<file path="src/rtl/bf_pkg.sv">
// Shared constants and types for the Bloom-filter bit-array controller.
package bf_pkg;
  localparam int BF_ADDR_W = 17;
  localparam int BF_RD_LAT = 2;
  localparam int BF_TAG_W  = 8;

  typedef logic [BF_ADDR_W-1:0] bf_addr_t;

  typedef enum logic [1:0] {
    IDLE,
    DRAIN,
    CLEAR
  } bf_ctrl_state_t;
endpackage

</file>
<file path="src/rtl/bf_bram_ctrl_if.sv">
// Request/response and RAM-port bundle between the filter datapath, the controller and the BRAM.
interface bf_bram_ctrl_if
  import bf_pkg::*;
#(
  parameter int ADDR_W = BF_ADDR_W,
  parameter int TAG_W  = BF_TAG_W
);
  // A request transfers in the cycle where valid && ready; valid may not wait on ready.
  // rsp_valid is a one-cycle pulse with no backpressure.
  logic              ins_valid;
  logic              ins_ready;
  logic [ADDR_W-1:0] ins_addr;
  logic              qry_valid;
  logic              qry_ready;
  logic [ADDR_W-1:0] qry_addr;
  logic [TAG_W-1:0]  qry_tag;
  logic              rsp_valid;
  logic              rsp_hit;
  logic [TAG_W-1:0]  rsp_tag;
  logic              clr_req;
  logic              clr_busy;
  logic              clr_done;
  logic [ADDR_W-1:0] address_a;
  logic              data_a;
  logic              wren_a;
  logic              q_a;
  logic [ADDR_W-1:0] address_b;
  logic              data_b;
  logic              wren_b;
  logic              q_b;

  // master: datapath plus RAM read data; slave: the controller.
  modport master (
    output ins_valid, ins_addr, qry_valid, qry_addr, qry_tag, clr_req, q_a, q_b,
    input  ins_ready, qry_ready, rsp_valid, rsp_hit, rsp_tag, clr_busy, clr_done,
           address_a, data_a, wren_a, address_b, data_b, wren_b
  );

  modport slave (
    input  ins_valid, ins_addr, qry_valid, qry_addr, qry_tag, clr_req, q_a, q_b,
    output ins_ready, qry_ready, rsp_valid, rsp_hit, rsp_tag, clr_busy, clr_done,
           address_a, data_a, wren_a, address_b, data_b, wren_b
  );
endinterface

</file>
<file path="src/rtl/bf_qry_pipe.sv">
// Query side-band shift register matching the RAM read latency, with an all-empty flag.
module bf_qry_pipe #(
  parameter int RD_LAT = 2,
  parameter int TAG_W  = 8
) (
  input  logic             clock,
  input  logic             reset,
  input  logic             in_valid,
  input  logic [TAG_W-1:0] in_tag,
  input  logic             in_fwd,
  output logic             out_valid,
  output logic [TAG_W-1:0] out_tag,
  output logic             out_fwd,
  output logic             empty
);
  logic [RD_LAT-1:0] v;
  logic [RD_LAT-1:0] f;
  logic [TAG_W-1:0]  t [RD_LAT];

  always_ff @(posedge clock or posedge reset) begin
    if (reset) begin
      v <= '0;
      f <= '0;
      for (int i = 0; i < RD_LAT; i++) t[i] <= '0;
    end else begin
      v[0] <= in_valid;
      f[0] <= in_fwd;
      t[0] <= in_tag;
      for (int i = 1; i < RD_LAT; i++) begin
        v[i] <= v[i-1];
        f[i] <= f[i-1];
        t[i] <= t[i-1];
      end
    end
  end

  assign out_valid = v[RD_LAT-1];
  assign out_fwd   = f[RD_LAT-1];
  assign out_tag   = t[RD_LAT-1];
  assign empty     = ~|v;
endmodule

</file>
<file path="src/rtl/bf_bram_ctrl.sv">
// Bloom-filter bit-array controller: port A sets bits, port B answers queries,
// and a DRAIN/CLEAR sweep zeroes two bits per cycle using both ports.
module bf_bram_ctrl
  import bf_pkg::*;
#(
  parameter int ADDR_W = BF_ADDR_W,
  parameter int RD_LAT = BF_RD_LAT,
  parameter int TAG_W  = BF_TAG_W
) (
  input  logic           clock,
  input  logic           reset,
  bf_bram_ctrl_if.slave  bus,
  output bf_ctrl_state_t dbg_state
);
  bf_ctrl_state_t    state;
  logic [ADDR_W-2:0] cnt;
  logic              clr_busy_r;
  logic              clr_done_r;
  logic              idle_open;
  logic              ins_fire;
  logic              qry_fire;
  logic              fwd;
  logic              p_valid;
  logic              p_fwd;
  logic [TAG_W-1:0]  p_tag;
  logic              p_empty;
  logic              unused_q_a;

  assign unused_q_a = bus.q_a;

  // Reset is folded in so every combinational output reads 0 while reset is held.
  assign idle_open = (state == IDLE) && !bus.clr_req && !reset;
  assign ins_fire  = idle_open && bus.ins_valid;
  assign qry_fire  = idle_open && bus.qry_valid;
  // The RAM returns old data on a same-cycle mixed-port collision, so flag it.
  assign fwd       = ins_fire && qry_fire && (bus.ins_addr == bus.qry_addr);

  bf_qry_pipe #(.RD_LAT(RD_LAT), .TAG_W(TAG_W)) u_qry_pipe (
    .clock    (clock),
    .reset    (reset),
    .in_valid (qry_fire),
    .in_tag   (bus.qry_tag),
    .in_fwd   (fwd),
    .out_valid(p_valid),
    .out_tag  (p_tag),
    .out_fwd  (p_fwd),
    .empty    (p_empty)
  );

  always_comb begin
    bus.ins_ready = idle_open;
    bus.qry_ready = idle_open;
    bus.address_a = '0;
    bus.data_a    = 1'b0;
    bus.wren_a    = 1'b0;
    bus.address_b = '0;
    bus.data_b    = 1'b0;
    bus.wren_b    = 1'b0;
    if (ins_fire) begin
      bus.address_a = bus.ins_addr;
      bus.data_a    = 1'b1;
      bus.wren_a    = 1'b1;
    end
    if (qry_fire) begin
      bus.address_b = bus.qry_addr;
    end
    if (state == CLEAR && !reset) begin
      bus.address_a = {cnt, 1'b0};
      bus.address_b = {cnt, 1'b1};
      bus.wren_a    = 1'b1;
      bus.wren_b    = 1'b1;
    end
  end

  assign bus.rsp_valid = p_valid;
  assign bus.rsp_hit   = p_valid & (bus.q_b | p_fwd);
  assign bus.rsp_tag   = p_valid ? p_tag : '0;
  assign bus.clr_busy  = clr_busy_r;
  assign bus.clr_done  = clr_done_r;
  assign dbg_state     = state;

  always_ff @(posedge clock or posedge reset) begin
    if (reset) begin
      state      <= IDLE;
      cnt        <= '0;
      clr_busy_r <= 1'b0;
      clr_done_r <= 1'b0;
    end else begin
      clr_done_r <= 1'b0;
      case (state)
        IDLE: begin
          if (bus.clr_req) begin
            state      <= DRAIN;
            clr_busy_r <= 1'b1;
          end
        end
        DRAIN: begin
          if (p_empty) begin
            state <= CLEAR;
            cnt   <= '0;
          end
        end
        CLEAR: begin
          cnt <= cnt + 1'b1;
          if (&cnt) begin
            state      <= IDLE;
            clr_busy_r <= 1'b0;
            clr_done_r <= 1'b1;
          end
        end
        default: state <= IDLE;
      endcase
    end
  end
endmodule

</file>
<file path="src/flat_wrapper.sv">
// flat-port wrapper written by rule: the top's interface ports become plain ports
module bf_bram_ctrl_flat import bf_pkg::*;
#(
  parameter int ADDR_W = BF_ADDR_W,
  parameter int RD_LAT = BF_RD_LAT,
  parameter int TAG_W  = BF_TAG_W
)
  (clock, reset, dbg_state, bus_ins_valid, bus_ins_addr, bus_qry_valid, bus_qry_addr, bus_qry_tag, bus_clr_req, bus_q_a, bus_q_b, bus_ins_ready, bus_qry_ready, bus_rsp_valid, bus_rsp_hit, bus_rsp_tag, bus_clr_busy, bus_clr_done, bus_address_a, bus_data_a, bus_wren_a, bus_address_b, bus_data_b, bus_wren_b);
  bf_bram_ctrl_if #(.ADDR_W(ADDR_W), .TAG_W(TAG_W)) bus_i ();
  input  logic clock;
  input  logic reset;
  output bf_ctrl_state_t dbg_state;
  input wire logic [$bits(bus_i.ins_valid)-1:0] bus_ins_valid;
  input wire logic [$bits(bus_i.ins_addr)-1:0] bus_ins_addr;
  input wire logic [$bits(bus_i.qry_valid)-1:0] bus_qry_valid;
  input wire logic [$bits(bus_i.qry_addr)-1:0] bus_qry_addr;
  input wire logic [$bits(bus_i.qry_tag)-1:0] bus_qry_tag;
  input wire logic [$bits(bus_i.clr_req)-1:0] bus_clr_req;
  input wire logic [$bits(bus_i.q_a)-1:0] bus_q_a;
  input wire logic [$bits(bus_i.q_b)-1:0] bus_q_b;
  output wire logic [$bits(bus_i.ins_ready)-1:0] bus_ins_ready;
  output wire logic [$bits(bus_i.qry_ready)-1:0] bus_qry_ready;
  output wire logic [$bits(bus_i.rsp_valid)-1:0] bus_rsp_valid;
  output wire logic [$bits(bus_i.rsp_hit)-1:0] bus_rsp_hit;
  output wire logic [$bits(bus_i.rsp_tag)-1:0] bus_rsp_tag;
  output wire logic [$bits(bus_i.clr_busy)-1:0] bus_clr_busy;
  output wire logic [$bits(bus_i.clr_done)-1:0] bus_clr_done;
  output wire logic [$bits(bus_i.address_a)-1:0] bus_address_a;
  output wire logic [$bits(bus_i.data_a)-1:0] bus_data_a;
  output wire logic [$bits(bus_i.wren_a)-1:0] bus_wren_a;
  output wire logic [$bits(bus_i.address_b)-1:0] bus_address_b;
  output wire logic [$bits(bus_i.data_b)-1:0] bus_data_b;
  output wire logic [$bits(bus_i.wren_b)-1:0] bus_wren_b;
  assign bus_i.ins_valid = bus_ins_valid;
  assign bus_i.ins_addr = bus_ins_addr;
  assign bus_i.qry_valid = bus_qry_valid;
  assign bus_i.qry_addr = bus_qry_addr;
  assign bus_i.qry_tag = bus_qry_tag;
  assign bus_i.clr_req = bus_clr_req;
  assign bus_i.q_a = bus_q_a;
  assign bus_i.q_b = bus_q_b;
  assign bus_ins_ready = bus_i.ins_ready;
  assign bus_qry_ready = bus_i.qry_ready;
  assign bus_rsp_valid = bus_i.rsp_valid;
  assign bus_rsp_hit = bus_i.rsp_hit;
  assign bus_rsp_tag = bus_i.rsp_tag;
  assign bus_clr_busy = bus_i.clr_busy;
  assign bus_clr_done = bus_i.clr_done;
  assign bus_address_a = bus_i.address_a;
  assign bus_data_a = bus_i.data_a;
  assign bus_wren_a = bus_i.wren_a;
  assign bus_address_b = bus_i.address_b;
  assign bus_data_b = bus_i.data_b;
  assign bus_wren_b = bus_i.wren_b;
  bf_bram_ctrl #(.ADDR_W(ADDR_W), .RD_LAT(RD_LAT), .TAG_W(TAG_W)) u_core (.clock(clock), .reset(reset), .bus(bus_i), .dbg_state(dbg_state));
endmodule
</file>
<file path="config.mk">
export PLATFORM = sky130hd
export DESIGN_NAME = bf_bram_ctrl_flat
export DESIGN_NICKNAME = d
export VERILOG_FILES = /design/src/rtl/bf_pkg.sv /design/src/rtl/bf_bram_ctrl_if.sv /design/src/rtl/bf_qry_pipe.sv /design/src/rtl/bf_bram_ctrl.sv /design/src/flat_wrapper.sv
export SDC_FILE = /design/constraint.sdc
export NUM_CORES = 1
export LEC_CHECK = 0
export ABC_AREA = 1
export BUFFER_PORTS_ARGS = -buffer_cell sky130_fd_sc_hd__buf_2
export CORE_ASPECT_RATIO = 0.7
export CORE_MARGIN = 2
export CORE_UTILIZATION = 53
export CTS_BUF_LIST = sky130_fd_sc_hd__clkbuf_8
export DETAILED_ROUTE_END_ITERATION = 6
export GPL_TIMING_DRIVEN = 0
export PLACE_DENSITY_LB_ADDON = 0.08
export SYNTH_ARGS = -nofsm -noshare
export SYNTH_HDL_FRONTEND = slang
export SYNTH_SLANG_ARGS = --single-unit
</file>
<file path="constraint.sdc">
create_clock -name clock -period 3.9 [get_ports clock]
set_clock_uncertainty 0.1 [all_clocks]
set_input_delay 0.195 -clock clock [delete_from_list [all_inputs] [get_ports clock]]
set_output_delay 0.195 -clock clock [all_outputs]
set_load 0.005 [all_outputs]
</file>
==> results of run 1 <==
## synth_stat cells
cell type,n
nor2_8,1
dfrtp_1,40
nand3_1,13
nor2_1,28
a21oi_1,5
o21ai_2,15
o22ai_2,7
conb_1,1
nor3_1,2
o21ai_1,1
xor2_1,3
xnor2_1,6
o22ai_1,7
o211ai_1,1
nor2_4,3
nand2_4,1
o21ai_0,20
buf_6,5
ha_1,1
o21a_1,1
inv_1,50
nand2_1,92
o31ai_1,1
nand4_1,5
inv_2,3
nor2_2,1
buf_2,3
buf_4,2
inv_4,2
a31oi_1,1
## registers in the layout, summed over array words and instances, names as in the netlist
name,count
u_core.u_qry_pipe.t,8
u_core.u_qry_pipe.f,2
u_core.dbg_state,2
u_core.u_qry_pipe.out_tag,8
u_core.bus.clr_busy,1
u_core.cnt,16
u_core.bus.clr_done,1
u_core.u_qry_pipe.v,2
## layout make-up
type	count	area, µm²	area share [%]
multi-input cells	216	1140	35.9
flip-flops and latches	40	1000	31.4
repair buffers	108	581	18.2
inverters	55	211	6.64
plain buffers	10	86.3	2.71
clock buffers	6	82.6	2.59
well taps	55	68.8	2.16
clock inverters	2	11.3	0.353
## worst max-delay path, delay by kind of cell (launching register included)
family	cells	cell delay, ns
AO/OA/AOI/OAI	1	0.07
AND/OR/NAND/NOR	4	0.59
flip-flops	1	0.47
buffers and inverters	2	0.43
## through the flow
| step | hold slack, ns | area, µm² | std cells | setup slack (ns) |
|---|---|---|---|---|
| 2_1_floorplan | 0.126 | 2440 | 321 | 2.45 |
| 3_3_place_gp | 0.203 | 3010 | 476 | 2.09 |
| 3_5_place_dp | 0.204 | 3010 | 476 | 2.10 |
| 4_1_cts | 0.0610 | 3190 | 492 | 1.78 |
| 5_1_grt | 0.106 | 3190 | 492 | 1.62 |
| 6_report | 0.0334 | 3190 | 492 | 1.75 |
## worst paths after layout
kind | start | to | slack [ns] | cells past startpoint
setup / recovery | u_core.dbg_state[0] | bus_address_b[13] | 1.75 | 7
hold / removal | reset | u_core.cnt[6] | 0.03 | 2
setup reg to reg | u_core.cnt[1] | u_core.cnt[10] | 2.32 | 8
hold reg to reg | u_core.u_qry_pipe.t[9] | u_core.u_qry_pipe.out_tag[1] | 0.25 | 0
max in group asynchronous | reset | u_core.u_qry_pipe.t[9] | 3.18 | 2
min in group clock | bus_ins_addr[7] | u_core.u_qry_pipe.f[0] | 0.20 | 6
## kinds of logic (layout without fill, tap and decap cells)
kind of cell / after synthesis / after routing / synth area share, %
flops: 40 / 40 / 41.0
buf+inv: 65 / 181 / 12.2
simple gates: 146 / 146 / 25.7
compound gates: 59 / 59 / 17.3
xor+xnor: 9 / 9 / 3.23
other cells: 1 / 1 / 0.153
fa+ha+maj: 1 / 1 / 0.512
## per-layer routing
layer	GRT usage, %	wire [µm]
met3	4.90	476
met1	35.2	2840
met4	4.08	48
met5	0	0
met2	36.6	2770
## power by group
group / switching (mW) / internal [mW] / leakage, nW / total, mW
Combinational: 0.281 / 0.165 / 1.20 / 0.446
Sequential: 0.0352 / 0.456 / 0.513 / 0.491
Clock: 0.140 / 0.141 / 0.0486 / 0.281
==> run_results.csv, run 1 <==
group,metric,value,unit
clocking,holdBufCountCts,8,
die,start_util,55.8,%
sta,finalMaxSlewViolations,0,
setup_path,start_kind,"flip-flop",
power_and_ir_drop,worst_ir_drop_vdd,0.329,mV
clocking,cts_made_buffers,5,
sta,setup_tns,0,ns
final_layout,drive_gt1_share,34.6,%
logic_synthesis,synth_top_area_share,41.0,%
clocking,clk_pin_slew_worst_paths,0.08,ns
logic_synthesis,synthDistinctLibCells,30,
logic_synthesis,synth_cells,321,
route,viasPerCell,5.00,
sta,hold_violations,0,
grt,grt-ovfl-total,0,
setup_path,crit_fanout,10,
final_layout,layout_commonest_cell,"buf_2",
sta,worst_pin_slew,0.783,ns
grt,grt_pass1_vias,2070,
setup_path,setup.worst_path.end_class,"output pin",
grt,grt_pass1_wl,9440,µm
logic_synthesis,synth_nets,371,
route,vias,2461,
sta,min_period,2.15,ns
route,drc_errors,0,
die,die_w,85.2,µm
setup_path,cp_cell_sequence,"nor2_1, nand2_1, nor2_1, buf_2, nand2_1, o21ai_2, buf_2",
logic_synthesis,synth.avg_cell_area,7.61,µm²
die,coreArea,4380,µm²
die,dieArea,5180,µm²
setup_path,arrival,1.86,ns
grt,antenna_found_initial,0,
logic_synthesis,ys_ff_latch,40,
route,wirelength,6140,µm
power_and_ir_drop,power.total,1.22,mW
route,wl_per_cell,12.5,µm
clocking,cts_root_buf,"clkbuf_8",
power_and_ir_drop,p_per_area,382,nW/µm²
outcome,status,"finished, final reports clean",
hold_path,worstHoldPathType,"input pin to asynchronous set/reset pin",
final_layout,antenna_cells,0,
sta,clock.fmax,464,MHz
clocking,clk_latency,0.29,ns
logic_synthesis,yosysSeqAreaShare,41.0,%
placed_design,gp_congestion,0.847,
final_layout,final_util,72.8,%
final_layout,syn2layout_area_growth,30.4,%
grt,globalRouteTotalUtil,23.6,%
clocking,cts_sinks,40,
die,row_count,20,
die,pin_count,103,
route,firstDrtPassIters,4,
logic_synthesis,yosysWarnings,0,
clocking,htree_num_levels,2,
logic_synthesis,synth_largest_area_cell,"dfrtp_1",
placed_design,dpl.hpwl,4800,µm
final_layout,nFillCells,364,
final_layout,mostFrequentLayoutCells,"buf_2 (103), nand2_1 (92), inv_1 (50)",
clocking,cts_tree,"yes",
logic_synthesis,synth_area,2440,µm²
placed_design,io_buffers,100,
clocking,cts_resized,0,
final_layout,fin_nets,486,
route,drt_iter0_markers,148,
setup_path,cp_slowest_cell,"dfrtp_1",
setup_path,worstPathRequired,3.61,ns
sta,rsz0062_at_grt,"no",
setup_path,slowest_delay,0.47,ns
route,ant_nets,0,
sta,max-slew-margin-rel,47.7,%
die,die_h,60.8,µm
power_and_ir_drop,leakagePower,1.76,nW
clocking,cts_setup_buffers,0,
clocking,clk_path_buf_depth,2,
grt,grt_max_degree,41,
setup_path,criticalPathCategory,"flip-flop to output pin",
logic_synthesis,synth_area_leaders,"dfrtp_1 (41%), nand2_1 (14%), inv_1 (7.7%)",
sta,fin_crit_sh,55.2,%
sta,setup_violations,0,
run,drv_cap,0,
(Power assumes the default switching activity.)
==> run 2: changes to the inputs <==
CORE_UTILIZATION = 50   (was 53)
clock period = 2.2 ns   (was 3.9 ns; I/O delays follow)
==> run 2 against run 1 <==
Against the previous run:
- die area rose by 5.7%
- first-iteration DRC count grew 10%
- critical path depth grew 2
- cell area increased by 0.24%
- critical path type is now input pin to output pin
- core utilization shrank 5.2 points
- wire length down 0.23%
- non-clock buffer count up 1
- flip-flop and latch count is the same
- setup slack worse by 1.6 ns
==> run_results.csv, run 2 (same netlist as run 1, synthesis figures left out) <==
group,metric,value,unit
outcome,status,"finished, final reports clean",
power_and_ir_drop,leakagePower,1.76,nW
setup_path,criticalPathCategory,"input pin to output pin",
clocking,cts_root_buf,"clkbuf_8",
route,drc_errors,0,
clocking,cts_resized,0,
route,ant_nets,0,
run,drv_cap,0,
placed_design,dpl.hpwl,4780,µm
setup_path,worstPathRequired,1.99,ns
grt,grt_pass1_wl,9980,µm
power_and_ir_drop,worst_ir_drop_vdd,0.627,mV
grt,antenna_found_initial,0,
sta,max-slew-margin-rel,48.2,%
final_layout,drive_gt1_share,34.5,%
setup_path,r2r_setup_slack,0.64,ns
sta,hold_violations,0,
clocking,clk_latency,0.29,ns
route,vias,2468,
clocking,cts_made_buffers,5,
die,coreArea,4730,µm²
grt,grt_max_degree,41,
sta,rsz0062_at_grt,"no",
sta,fin_hold_ws,0.115,ns
die,start_util,51.7,%
power_and_ir_drop,p_per_area,669,nW/µm²
clocking,clk_pin_slew_worst_paths,0.07,ns
die,pin_count,103,
sta,fin_crit_sh,93.2,%
final_layout,mostFrequentLayoutCells,"buf_2 (103), nand2_1 (92), inv_1 (50)",
clocking,cts_setup_buffers,0,
clocking,cts_sinks,40,
grt,grt_pass1_vias,2158,
die,die_w,87.6,µm
final_layout,fin_nets,487,
sta,setup_tns,0,ns
die,die_h,62.5,µm
hold_path,worstHoldPathType,"input pin to flip-flop",
setup_path,critPathLaunch,"reset",
die,dieArea,5470,µm²
hold_path,hold_start,"bus_ins_addr[7]",
route,viasPerCell,4.99,
clocking,clk_path_buf_depth,2,
route,wirelength,6120,µm
sta,clock.fmax,488,MHz
die,row_count,21,
sta,worst_pin_slew,0.777,ns
final_layout,largest_reg_flops,16,
placed_design,gp_congestion,0.925,
final_layout,largest-register,"u_core.cnt",
sta,finalMaxSlewViolations,0,
final_layout,nFillCells,410,
setup_path,crit_fanout,10,
setup_path,arrival,1.84,ns
final_layout,syn2layout_area_growth,30.7,%
grt,globalRouteTotalUtil,23.2,%
setup_path,start_kind,"input pin",
route,wl_per_cell,12.4,µm
placed_design,io_buffers,100,
power_and_ir_drop,power.total,2.14,mW
route,firstDrtPassIters,5,
final_layout,layout_commonest_cell,"buf_2",
sta,min_period,2.05,ns
sta,setup_violations,0,
final_layout,antenna_cells,0,
route,drt_iter0_markers,163,
setup_path,rr_startpoint,"u_core.cnt[1]",
grt,grt-ovfl-total,0,
setup_path,setup.worst_path.end_class,"output pin",
clocking,htree_num_levels,2,
clocking,cts_tree,"yes",
==> run 2: final cells by class <==
cell class	count	area (µm²)	area share, %
flip-flops and latches	40	1000	31.3
multi-input cells	216	1140	35.8
clock inverters	3	20.0	0.627
well taps	57	71.3	2.23
plain buffers	10	86.3	2.70
repair buffers	109	591	18.5
clock buffers	5	68.8	2.15
inverters	55	211	6.62
==> run 2: worst paths after layout <==
| kind | cells after the start | to |
|---|---|---|
| hold / removal | 6 | u_core.u_qry_pipe.f[0] |
| setup / recovery | 9 | bus_address_b[13] |
| setup reg to reg | 8 | u_core.bus.clr_busy |
| max in group asynchronous | 3 | u_core.cnt[5] |
| min in group asynchronous | 3 | u_core.u_qry_pipe.v[1] |
| hold reg to reg | 0 | u_core.u_qry_pipe.f[1] |
==> run 2: where the power goes <==
part           total (mW)  internal, mW  switching (mW)
clock               0.470         0.221           0.249
sequential          0.871         0.808          0.0629
combinational       0.795         0.294           0.501
total                2.14          1.32           0.812
==> run 2: timing repair <==
item                                    CTS  global route
hold endpoints to repair                 48             0
hold buffers                              9             0
endpoints found under the setup margin    0             0
==> run 2: worst max-delay path, stage by stage <==
cell           delay, ns
dlygate4sd3_1       0.53
buf_2               0.18
nor2_1              0.09
nand2_1             0.09
nor2_1              0.25
buf_2               0.30
nand2_1             0.09
o21ai_2             0.06
buf_2               0.13
==> run 2: metrics by stage <==
step / instances / setup WS (ns) / utilization [%] / cell area [µm²]
finish: 495 / 0.151 / 67.5 / 3190
CTS: 495 / 0.152 / 67.5 / 3190
detailed placement: 478 / 0.497 / 63.8 / 3020
global placement: 478 / 0.452 / 63.8 / 3020
floorplan: 321 / 0.827 / - / 2440
global route: 495 / 0.0222 / 67.5 / 3190
==> run 2: metal layers <==
layer / track usage, % / vias up / share of wire (%)
li1: - / 1243 / -
met1: 35.2 / 1127 / 48
met2: 34.3 / 92 / 45
met3: 4.89 / 6 / 6.6
met4: 4.42 / 0 / 0.41
met5: 0 / - / 0
==> run 3: changes to the inputs <==
CORE_UTILIZATION = 51   (was 50)
SYNTH_HIERARCHICAL = 1   (was default)
==> run 3 against run 2 <==
Against the previous run:
- clock-buffer cell count stayed put
- core utilization grew 3.0 points
- cell area up 8.0%
- critical path type is now flip-flop to output pin
==> run_results.csv, run 3 <==
group,metric,value,unit
power_and_ir_drop,leakagePower,1.96,nW
route,wl_per_cell,13.3,µm
final_layout,antenna_cells,0,
route,drc_errors,0,
logic_synthesis,async_flop_share,100,%
sta,max-slew-margin-rel,39.4,%
setup_path,cp-endpoint,"bus_address_b[14]",
sta,hold_violations,0,
route,wirelength,7130,µm
route,vias,2700,
final_layout,mostFrequentLayoutCells,"buf_2 (100), nand2_1 (96), inv_1 (66)",
setup_path,setup.worst_path.end_class,"output pin",
clocking,cts_tree,"yes",
grt,grt_pass1_vias,2500,
placed_design,placed_cell_area,3230,µm²
logic_synthesis,synthDistinctLibCells,31,
power_and_ir_drop,power.total,1.54,mW
clocking,clk_pin_slew_worst_paths,0.08,ns
logic_synthesis,synth_area,2640,µm²
sta,clock.fmax,539,MHz
die,row_count,21,
final_layout,final_area,3450,µm²
logic_synthesis,ys_ff_latch,40,
sta,min_period,1.86,ns
setup_path,worstRegToRegCells,6,
sta,rsz0062_at_grt,"no",
route,firstDrtPassIters,4,
placed_design,io_buffers,100,
logic_synthesis,synth_largest_area_cell,"dfrtp_1",
setup_path,slowest_delay,0.47,ns
setup_path,rr_startpoint,"u_core/cnt[0]",
logic_synthesis,yosysWarnings,6,
final_layout,largest-register,"u_core/cnt",
outcome,status,"finished, final reports clean",
placed_design,gp_congestion,0.913,
power_and_ir_drop,clkPwrFrac,39.1,%
grt,globalRouteTotalUtil,25.3,%
setup_path,worstPathRequired,1.99,ns
die,die_w,90.0,µm
die,pin_count,103,
setup_path,criticalPathCategory,"flip-flop to output pin",
logic_synthesis,yosysSeqAreaShare,37.9,%
logic_synthesis,synth_nets,398,
route,ant_nets,0,
clocking,clk_path_buf_depth,2,
hold_path,holdPathStages,3,
route,drt_iter0_markers,187,
power_and_ir_drop,worst_ir_drop_vdd,0.382,mV
power_and_ir_drop,swShare,23.7,%
logic_synthesis,synth_ff_type,"dfrtp_1",
final_layout,drive_gt1_share,35.8,%
clocking,cts_root_buf,"clkbuf_8",
hold_path,worstHoldPathType,"input pin to flip-flop",
sta,setup_violations,0,
die,start_util,54.0,%
setup_path,cp_cell_sequence,"nor2_2, nand2_2, inv_4, nand2_4, buf_4, o22ai_2, buf_2",
run,drv_cap,0,
grt,grt_pass1_wl,11500,µm
sta,setup_tns,0,ns
logic_synthesis,synth_cells,348,
setup_path,crit_buf_inv,3,
final_layout,syn2layout_area_growth,30.6,%
logic_synthesis,synth_most_common_cell,"nand2_1",
power_and_ir_drop,p_comb_share,12.0,%
die,dieArea,5780,µm²
setup_path,arrival,1.65,ns
placed_design,dpl.hpwl,5510,µm
final_layout,layoutNonFillerInstCount,536,
final_layout,largest_reg_flops,16,
clocking,cts_resized,0,
grt,grt_max_degree,21,
setup_path,critPathLaunch,"u_core/dbg_state[1]",
sta,fin_crit_sh,84.4,%
grt,grt-ovfl-total,0,
sta,finalMaxSlewViolations,0,
final_layout,fin_nets,516,
power_and_ir_drop,power_frac_seq,48.9,%
logic_synthesis,synth_edf_count,0,
final_layout,layout_commonest_cell,"buf_2",
placed_design,place_ws,0.396,ns
power_and_ir_drop,intPower,1.17,mW
logic_synthesis,synth_top_area_share,37.9,%
logic_synthesis,synth.avg_cell_area,7.59,µm²
clocking,htree_num_levels,2,
setup_path,cpLargestDelayFamily,"flip-flops",
power_and_ir_drop,p_sw,0.365,mW
placed_design,placed_cells,517,
clocking,cts_made_buffers,5,
logic_synthesis,synth_commonest_cells,"nand2_1 (96), inv_1 (66), dfrtp_1 (40)",
die,die_h,64.2,µm
setup_path,cp_slowest_cell,"dfrtp_1",
setup_path,r2r-end,"u_core/bus.clr_busy",
route,viasPerCell,5.04,
setup_path,start_kind,"flip-flop",
setup_path,r2r_setup_slack,0.66,ns
clocking,cts_sinks,40,
grt,antenna_found_initial,0,
sta,setup_slack,0.344,ns
clocking,clk_latency,0.30,ns
sta,worst_pin_slew,0.906,ns
setup_path,cp.depth,7,
setup_path,crit_fanout,10,
die,coreArea,4890,µm²
power_and_ir_drop,p_per_area,446,nW/µm²
logic_synthesis,synth_area_leaders,"dfrtp_1 (38%), nand2_1 (14%), o22ai_2 (10%)",
==> run 3: cell types whose count changed after synthesis, moves of 4 or more <==
cell,delta
o21ai_2,-15
nand3_1,+6
buf_4,+9
xnor2_1,-4
o22ai_1,-7
o22ai_2,+15
nor2_1,-8
o21ai_1,+6
nand2_1,+4
inv_1,+16
==> run 3: timing repair <==
| action | CTS | global route |
|---|---|---|
| setup buffers | 0 | 0 |
| hold endpoints to repair | 50 | 0 |
| endpoints found under the setup margin | 0 | 0 |
| hold buffers | 11 | 0 |
==> run 3: cell families (layout without fill, tap and decap cells) <==
logic type                 count (synthesis)  in the layout  synth area share (%)
adders and majority gates                  1              1                 0.474
other                                      1              1                 0.142
xor gates and xnor gates                   5              5                  1.66
AOI/OAI and AO/OA                         56             56                  17.3
DFF                                       40             40                  37.9
buffers and inverters                     88            207                  15.8
and+or+nand+nor                          157            157                  26.8
==> run 3: layout make-up <==
| class | instances | area (µm²) |
|---|---|---|
| fill | 431 | 1440 |
| tap | 69 | 86.3 |
| clock inverter | 3 | 42.5 |
| sequential | 40 | 1000 |
| buffer | 17 | 143 |
| timing repair buffer | 111 | 611 |
| inverter | 71 | 274 |
| clock buffer | 5 | 68.8 |
| multi-input combinational | 220 | 1220 |
==> run 3: worst reg2reg max path: stages, from the launching register on <==
cell	delay (ns)
dfrtp_1	0.40
ha_1	0.22
nand3_1	0.16
nor3_2	0.26
nand3_1	0.17
nand2_1	0.10
nand2_1	0.05
==> run 3: worst min-delay path by stage <==
stage | to | from | slack (ns)
5_1_grt | u_core/u_qry_pipe/v[0] | bus_qry_valid | 0.06
2_1_floorplan | u_core/u_qry_pipe/f[0] | reset | -0.03
6_report | u_core/u_qry_pipe/v[0] | bus_qry_valid | 0.06
4_1_cts | u_core/u_qry_pipe/v[0] | bus_qry_valid | 0.05
3_3_place_gp | u_core/u_qry_pipe/t[12] | bus_qry_tag[4] | 0.12
3_5_place_dp | u_core/u_qry_pipe/t[15] | bus_qry_tag[7] | 0.12
==> run 3: metrics by stage <==
| step | utilization [%] | hold slack (ns) |
|---|---|---|
| floorplan | - | -0.0262 |
| CTS | 70.6 | 0.0498 |
| global placement | 66.0 | 0.118 |
| global route | 70.6 | 0.0590 |
| detailed placement | 66.0 | 0.119 |
| finish | 70.6 | 0.0558 |
==> run 3: per-layer routing <==
layer  global-route usage (%)  vias up  part of all wire [%]
met5                        0        -                     0
met4                     6.73        0                   1.2
met3                     5.07       11                   7.8
met2                     40.8      119                    45
met1                     35.3     1255                    46
li1                         -     1315                     -
==> run 3: power by group through the flow <==
stage	sequential (mW)	clock, mW	combinational, mW
CTS	0.753	0.609	0.186
global placement	0.767	0	0.167
finish	0.753	0.601	0.185
detailed placement	0.768	0	0.169
floorplan	0.767	0	0.0944
global route	0.754	0.645	0.206
